[src/rtl/am2904_pkg.sv]
// Shared definitions for the Am2904 shift sequencer: FSM states, shift and
// condition codes, and the bit layout of the 13-bit Am2904 instruction.
package am2904_pkg;

    typedef enum logic [1:0] {
        IDLE  = 2'd0,
        PREP  = 2'd1,
        SHIFT = 2'd2,
        DONE  = 2'd3
    } state_t;

    // Am2904 shift codes (I[10:6])
    localparam logic [4:0] SH_DN_ZERO = 5'o00;
    localparam logic [4:0] SH_UP_ZERO = 5'o22;
    localparam logic [4:0] SH_UP_ROT  = 5'o32;

    // Am2904 condition codes (I[5:0])
    localparam logic [5:0] CT_NONE = 6'h00;
    localparam logic [5:0] CT_MN   = 6'h2e;
    localparam logic [5:0] CT_NMN  = 6'h2f;

    localparam int I_W        = 13;
    localparam int I_CIN_LSB  = 11;
    localparam int I_OP_LSB   = 6;
    localparam int I_COND_LSB = 0;

    function automatic logic [I_W-1:0] am2904Instr(input logic [1:0] cin,
                                                    input logic [4:0] op,
                                                    input logic [5:0] cond);
        logic [I_W-1:0] instr;
        instr = '0;
        instr[I_CIN_LSB +: 2]  = cin;
        instr[I_OP_LSB +: 5]   = op;
        instr[I_COND_LSB +: 6] = cond;
        return instr;
    endfunction

endpackage

[src/rtl/am2904_shift_ctl_cnt.sv]
// Shift bookkeeping: loadable down-counter of remaining shifts with a zero
// flag, and an up-counter of shifts actually performed.
module shift_ctl_cnt #(
    parameter int CNT_W = 6
) (
    input  logic             clk,
    input  logic             reset,
    input  logic             load,
    input  logic             step,
    input  logic [CNT_W-1:0] loadVal,
    output logic             zero,
    output logic [CNT_W-1:0] shifted
);

    logic [CNT_W-1:0] remaining;

    assign zero = (remaining == '0);

    // Stepping is gated by the zero flag so neither counter can wrap.
    always_ff @(posedge clk) begin
        if (reset) begin
            remaining <= '0;
            shifted   <= '0;
        end else if (load) begin
            remaining <= loadVal;
            shifted   <= '0;
        end else if (step && !zero) begin
            remaining <= remaining - 1'b1;
            shifted   <= shifted + 1'b1;
        end
    end

endmodule

[src/rtl/am2904_shift_ctl.sv]
// Multi-cycle shift sequencer driving the Am2904 and 2901 slices.
// Optional SHIFT_CTL_USR_SAVE_EN adds a PREP cycle saving MSR into uSR.
module am2904_shift_ctl
    import am2904_pkg::*;
#(
    parameter int         CNT_W   = 6,
    parameter logic [1:0] CIN_SEL = 2'b00
) (
    input  logic             clk,
    input  logic             reset,
    input  logic             req_valid,
    output logic             req_ready,
    input  logic [4:0]       req_op,
    input  logic [CNT_W-1:0] req_count,
    input  logic             req_norm,
    input  logic [5:0]       req_cond,
    input  logic             ct,
    output logic [12:0]      I,
    output logic             nSE,
    output logic             nCEm,
    output logic             nCEu,
    output logic             nOEct,
    output logic             alu_we,
    output logic             busy,
    output logic             done,
    output logic [CNT_W-1:0] shifted,
    output state_t           stateDbg
);

    // Handshake: a request is taken on a rising edge where req_valid and
    // req_ready are both 1; req_ready is 1 only in IDLE, so requests
    // presented while busy (including the DONE cycle) are not captured.

    state_t     state, stateNext;
    logic [4:0] opQ;
    logic [5:0] condQ;
    logic       normQ;
    logic       load;
    logic       step;
    logic       cntZero;

    shift_ctl_cnt #(.CNT_W(CNT_W)) u_cnt (
        .clk     (clk),
        .reset   (reset),
        .load    (load),
        .step    (step),
        .loadVal (req_count),
        .zero    (cntZero),
        .shifted (shifted)
    );

    always_ff @(posedge clk) begin
        if (reset) begin
            state <= IDLE;
            opQ   <= '0;
            condQ <= '0;
            normQ <= 1'b0;
        end else begin
            state <= stateNext;
            if (load) begin
                opQ   <= req_op;
                condQ <= req_cond;
                normQ <= req_norm;
            end
        end
    end

    always_comb begin
        stateNext = state;
        req_ready = 1'b0;
        load      = 1'b0;
        step      = 1'b0;
        I         = '0;
        nSE       = 1'b1;
        nCEm      = 1'b1;
        nCEu      = 1'b1;
        nOEct     = 1'b1;
        alu_we    = 1'b0;
        done      = 1'b0;
        case (state)
            IDLE: begin
                req_ready = 1'b1;
                if (req_valid) begin
                    load = 1'b1;
`ifdef SHIFT_CTL_USR_SAVE_EN
                    stateNext = PREP;
`else
                    stateNext = SHIFT;
`endif
                end
            end
`ifdef SHIFT_CTL_USR_SAVE_EN
            PREP: begin
                I         = am2904Instr(CIN_SEL, SH_DN_ZERO, CT_NONE);
                nCEu      = 1'b0;
                stateNext = SHIFT;
            end
`endif
            SHIFT: begin
                I     = am2904Instr(CIN_SEL, opQ, condQ);
                nOEct = ~normQ;
                // ct is judged before this cycle's shift is allowed
                if ((normQ && ct) || cntZero) begin
                    stateNext = DONE;
                end else begin
                    nSE    = 1'b0;
                    alu_we = 1'b1;
                    step   = 1'b1;
                end
            end
            DONE: begin
                done      = 1'b1;
                stateNext = IDLE;
            end
            default: stateNext = IDLE;
        endcase
    end

    assign busy     = (state != IDLE);
    assign stateDbg = state;

endmodule

[config.mk]
export PLATFORM = sky130hd
export DESIGN_NAME = am2904_shift_ctl
export DESIGN_NICKNAME = d
export VERILOG_FILES = /design/src/rtl/am2904_pkg.sv /design/src/rtl/am2904_shift_ctl_cnt.sv /design/src/rtl/am2904_shift_ctl.sv
export SDC_FILE = /design/constraint.sdc
export NUM_CORES = 1
export LEC_CHECK = 0
export BUFFER_PORTS_ARGS = -buffer_cell sky130_fd_sc_hd__buf_2
export CELL_PAD_IN_SITES_DETAIL_PLACEMENT = 1
export CELL_PAD_IN_SITES_GLOBAL_PLACEMENT = 2
export CORE_MARGIN = 5
export CORE_UTILIZATION = 23
export DETAILED_ROUTE_END_ITERATION = 8
export PLACE_DENSITY = 0.83
export SETUP_SLACK_MARGIN = 0.1
export SLEW_MARGIN = 20
export SYNTH_ARGS = -nofsm -noshare
export SYNTH_HDL_FRONTEND = slang
export SYNTH_SLANG_ARGS = --single-unit
[constraint.sdc]
create_clock -name clk -period 1.6 [get_ports clk]
set_input_delay 0.16 -clock clk [delete_from_list [all_inputs] [get_ports clk]]
set_output_delay 0.16 -clock clk [all_outputs]
set_load 0.1 [all_outputs]
==> flow_results.org <==
** Die
- Std-Cell Rows :: 26
- From left edge to right edge, the die measures 83.9 um.
- 51 I/O pins were placed.
- Standard cell core area :: 5200 um2
- Y dimension of the die :: 83.9 um
- Initial Util :: 24.1%
- Die footprint :: 7030 um2

** STA
- The count of pins over their slew limit was 0.
- Count of endpoints failing hold in the final timing report :: 0
- Counting I/O delays and the setup requirement, the final critical path takes 2.03 ns.
- The worst path uses 127% of the clock period.
- Final setup violation count :: 13
- Maximum clock rate :: 0.493 GHz
- The clock arrives with 0.00345 ns of skew.
- Least setup slack across all paths after layout :: -0.427 ns
- RSZ-0062 raised after global routing :: yes

** Clock tree
- Clock Latency Late Sink :: 0.27 ns
- Clock net sink count :: 26
- Deepest level of the CTS H-tree :: 1
- Library cell used as clock root buffer :: sky130_fd_sc_hd__clkbuf_8
- After clock tree synthesis, the clock-pin slew on the worst setup and hold paths is 0.09 ns.
- In this run, CTS created clock tree buffers numbering 3.
- Largest buffer count on any clock path :: 2
- In this run, post-CTS hold repair placed 0 buffers.
- Clock tree from TritonCTS :: built

** Route
- In the final routed layout, each cell accounts on average for 14.5 um.
- The first TritonRoute pass finished after 4 iterations.
- Mean number of vias per cell :: 4.48
- Total via count in the routed design :: 1304
- In the routed design, unresolved DRC markers number 0.
- ANT nets after route :: 0
- The first routing iteration left 28 violations.
- The routed design has 4220 um of wire.

** Placement
- Detailed placement ended at an HPWL of 2800 um.
- Minimum setup slack after placement :: -0.272 ns
- Port Buffer Count :: 46
- After detailed placement, the design holds a cell count of 278.
- Final RePlAce weighted congestion :: 0.712
- Placed standard-cell area :: 1900 um2

** Layout
- Total Nets Final :: 247
- Cell Count, Final, Fillers Out :: 291
- The number of antenna diodes in the final layout is 0.
- For this run, the share of the core covered by cells in the final layout is 42.4%.
- In the layout the commonest cells are sky130_fd_sc_hd__nand2_1 (30), sky130_fd_sc_hd__buf_2 (30), sky130_fd_sc_hd__dfxtp_1 (19).
- Post-route cell area :: 2210 um2
- In the final layout, the share of cells above drive strength 1 is 57.5%.
- From synthesis to final layout, the design area changed by 76.0%.

** Pwr
- For this design the ratio of total power to cell area is 903 nW/um2.
- VDD IR-drop max :: 354 uV
- Combinational Power Share :: 43.6%
- In this run the static leakage power is 0.921 nW.
- Total power of the final layout :: 0.00200 W
- Net switching is 39.3% of the power.
- Cell internal power was estimated by the tool at 0.00121 W.
- Clock network fraction of design power :: 19.6%
- Per report_power, the sequential group accounts for 36.8% of the total.
- Summed over all nets, the switching power comes to 0.000784 W.

** Yosys
- Average instance area after synthesis :: 7.94 um2
- Summing the sequential cell areas from Yosys gives 41.5% of the chip area.
- Yosys attributes the largest share of cell area to sky130_fd_sc_hd__dfxtp_1 (41%), sky130_fd_sc_hd__nand2_1 (9.6%), sky130_fd_sc_hd__a21oi_1 (8.0%), sky130_fd_sc_hd__and2_1 (6.0%), sky130_fd_sc_hd__ha_1 (3.0%).
- Synthesis instantiated 33 different standard cells from the library.
- Number of register bits inferred by synthesis :: 26
- Synth warn :: 0
- Synthesized instance count :: 158
- Largest area contributor in the netlist :: sky130_fd_sc_hd__dfxtp_1
- Cell area after synthesis :: 1250 um2
- Of the post-synthesis cell area, the dominant cell type holds 41.5%.

** Setup path
- Slowest-stage cell, CP :: sky130_fd_sc_hd__or4b_4
- Required arrival time at the worst endpoint :: 1.44 ns
- Data arrival, critical path :: 1.87 ns
- The critical path in this run is classified as flop to output port.
- Of all nets on the critical path, the largest fanout is 4.
- STA classifies the critical path endpoint as an output port.
- The signal on the critical path passes through inv_2 -> ha_4 -> or4b_4 -> o211a_4 -> buf_8 -> inv_16 -> buf_16.
- Peak per-stage delay on the critical path :: 0.46 ns
- STA classifies the critical path startpoint as a flop.

** Global route
- For this run, the total global-route usage over all layers was measured as 11.7%.
- The initial antenna violation count came to 0.
- Summed over all layers, the global routing overflow is 0.
- The first global-routing pass estimated 6640 um of wire.
- Largest net degree at the start of global routing :: 22
- The via count of the first global-routing pass is 1381.

** Outcome
- The run finished, with violations left.
- Violations in the final reports :: negative setup slack

** Min path
- The path class of the tightest hold or removal check is input pin to flop.

** Flow run
- # Max-Cap Violations :: 0
## cells in the mapped netlist
cell / count
sky130_fd_sc_hd__or4_1: 1
sky130_fd_sc_hd__or4b_1: 2
sky130_fd_sc_hd__o31ai_1: 2
sky130_fd_sc_hd__inv_1: 4
sky130_fd_sc_hd__mux2i_1: 1
sky130_fd_sc_hd__o21ai_0: 3
sky130_fd_sc_hd__a21oi_1: 20
sky130_fd_sc_hd__xnor2_1: 2
sky130_fd_sc_hd__and2_1: 12
sky130_fd_sc_hd__ha_1: 3
sky130_fd_sc_hd__or2_2: 1
sky130_fd_sc_hd__nand2_1: 32
sky130_fd_sc_hd__nand3b_1: 1
sky130_fd_sc_hd__dfxtp_1: 26
sky130_fd_sc_hd__o2111ai_1: 1
sky130_fd_sc_hd__nor2b_4: 1
sky130_fd_sc_hd__nor3b_1: 1
sky130_fd_sc_hd__clkbuf_1: 7
sky130_fd_sc_hd__o211a_1: 1
sky130_fd_sc_hd__nor3_1: 2
sky130_fd_sc_hd__conb_1: 2
sky130_fd_sc_hd__nand3_1: 4
sky130_fd_sc_hd__a311oi_1: 1
sky130_fd_sc_hd__nand4_1: 1
sky130_fd_sc_hd__a211oi_1: 3
sky130_fd_sc_hd__nor2_1: 10
sky130_fd_sc_hd__buf_4: 4
sky130_fd_sc_hd__or3_1: 4
sky130_fd_sc_hd__xor2_1: 1
sky130_fd_sc_hd__buf_6: 2
sky130_fd_sc_hd__o221ai_1: 1
sky130_fd_sc_hd__inv_4: 1
sky130_fd_sc_hd__and2_2: 1
## cells by family (layout without fill, tap and decap cells)
kind of cell / count (synthesis) / count (layout) / synth area share (%)
muxes: 1 / 1 / 0.798
buffers and inverters: 18 / 79 / 7.98
AOI/OAI and AO/OA: 32 / 32 / 15.1
other: 2 / 4 / 0.598
xor gates and xnor gates: 3 / 3 / 2.09
DFF: 26 / 26 / 41.5
and+or+nand+nor: 73 / 73 / 29.0
adders and majority gates: 3 / 3 / 2.99
## worst max-delay path: cells and delay by family, from the launching register on
| kind | cells | cell delay, ns |
|---|---|---|
| fa+ha+maj | 1 | 0.13 |
| flops | 1 | 0.33 |
| simple gates | 1 | 0.46 |
| buf+inv | 4 | 0.41 |
| compound gates | 1 | 0.25 |
## sequential cells by signal (all words and copies together), names as in the netlist
register and flops:
condQ 6, normQ 1, opQ 5, stateDbg 2, u_cnt.remaining 6, u_cnt.shifted 6
## what timing repair did
item,4_1_cts,5_1_grt
setup endpoints to repair,26,24
resized for setup,17,28
gates cloned,1,0
buffers inserted,6,4
pin swaps,7,20
## metal layers
layer / vias up / routed length [um] / global-route usage (%)
met1: 622 / 1680 / 13.5
met2: 34 / 2290 / 20.9
li1: 646 / - / -
met4: 0 / 8 / 2.92
met3: 2 / 234 / 3.46
met5: - / 0 / 0
## power groups by stage
stage | clock [W] | sequential, W | combinational [W]
after CTS | 0.000408 | 0.000728 | 0.000786
after detailed placement | 0 | 0.000747 | 0.000714
after global routing | 0.000436 | 0.000741 | 0.000921
after global placement | 0 | 0.000745 | 0.000704
after floorplan | 0 | 0.000796 | 0.000470
final | 0.000392 | 0.000734 | 0.000869
## stage by stage
stage / hold slack, ns / setup TNS (ns)
2_1_floorplan: 0.293 / -5.73
3_3_place_gp: 0.405 / -1.63
3_5_place_dp: 0.405 / -2.12
4_1_cts: 0.108 / -2.60
5_1_grt: 0.112 / -3.42
6_report: 0.111 / -2.56
## path summary, 6_finish.rpt
check	end	depth (start not counted)	slack, ns	startpoint
min	opQ[4]	3	0.11	req_op[4]
min reg2reg	condQ[0]	2	0.46	condQ[0]
max	nSE	7	-0.43	u_cnt.remaining[0]
max reg2reg	u_cnt.remaining[0]	8	-0.26	u_cnt.remaining[0]
## cell type report
class,count,area [um2]
flip-flops and latches,26,534
inverters,5,35.0
repair buffers,70,658
well taps,70,87.6
fillers,612,3000
clock buffers,4,45.0
multi-input cells,116,848
Note: power is estimated with default switching activity, not from simulation.
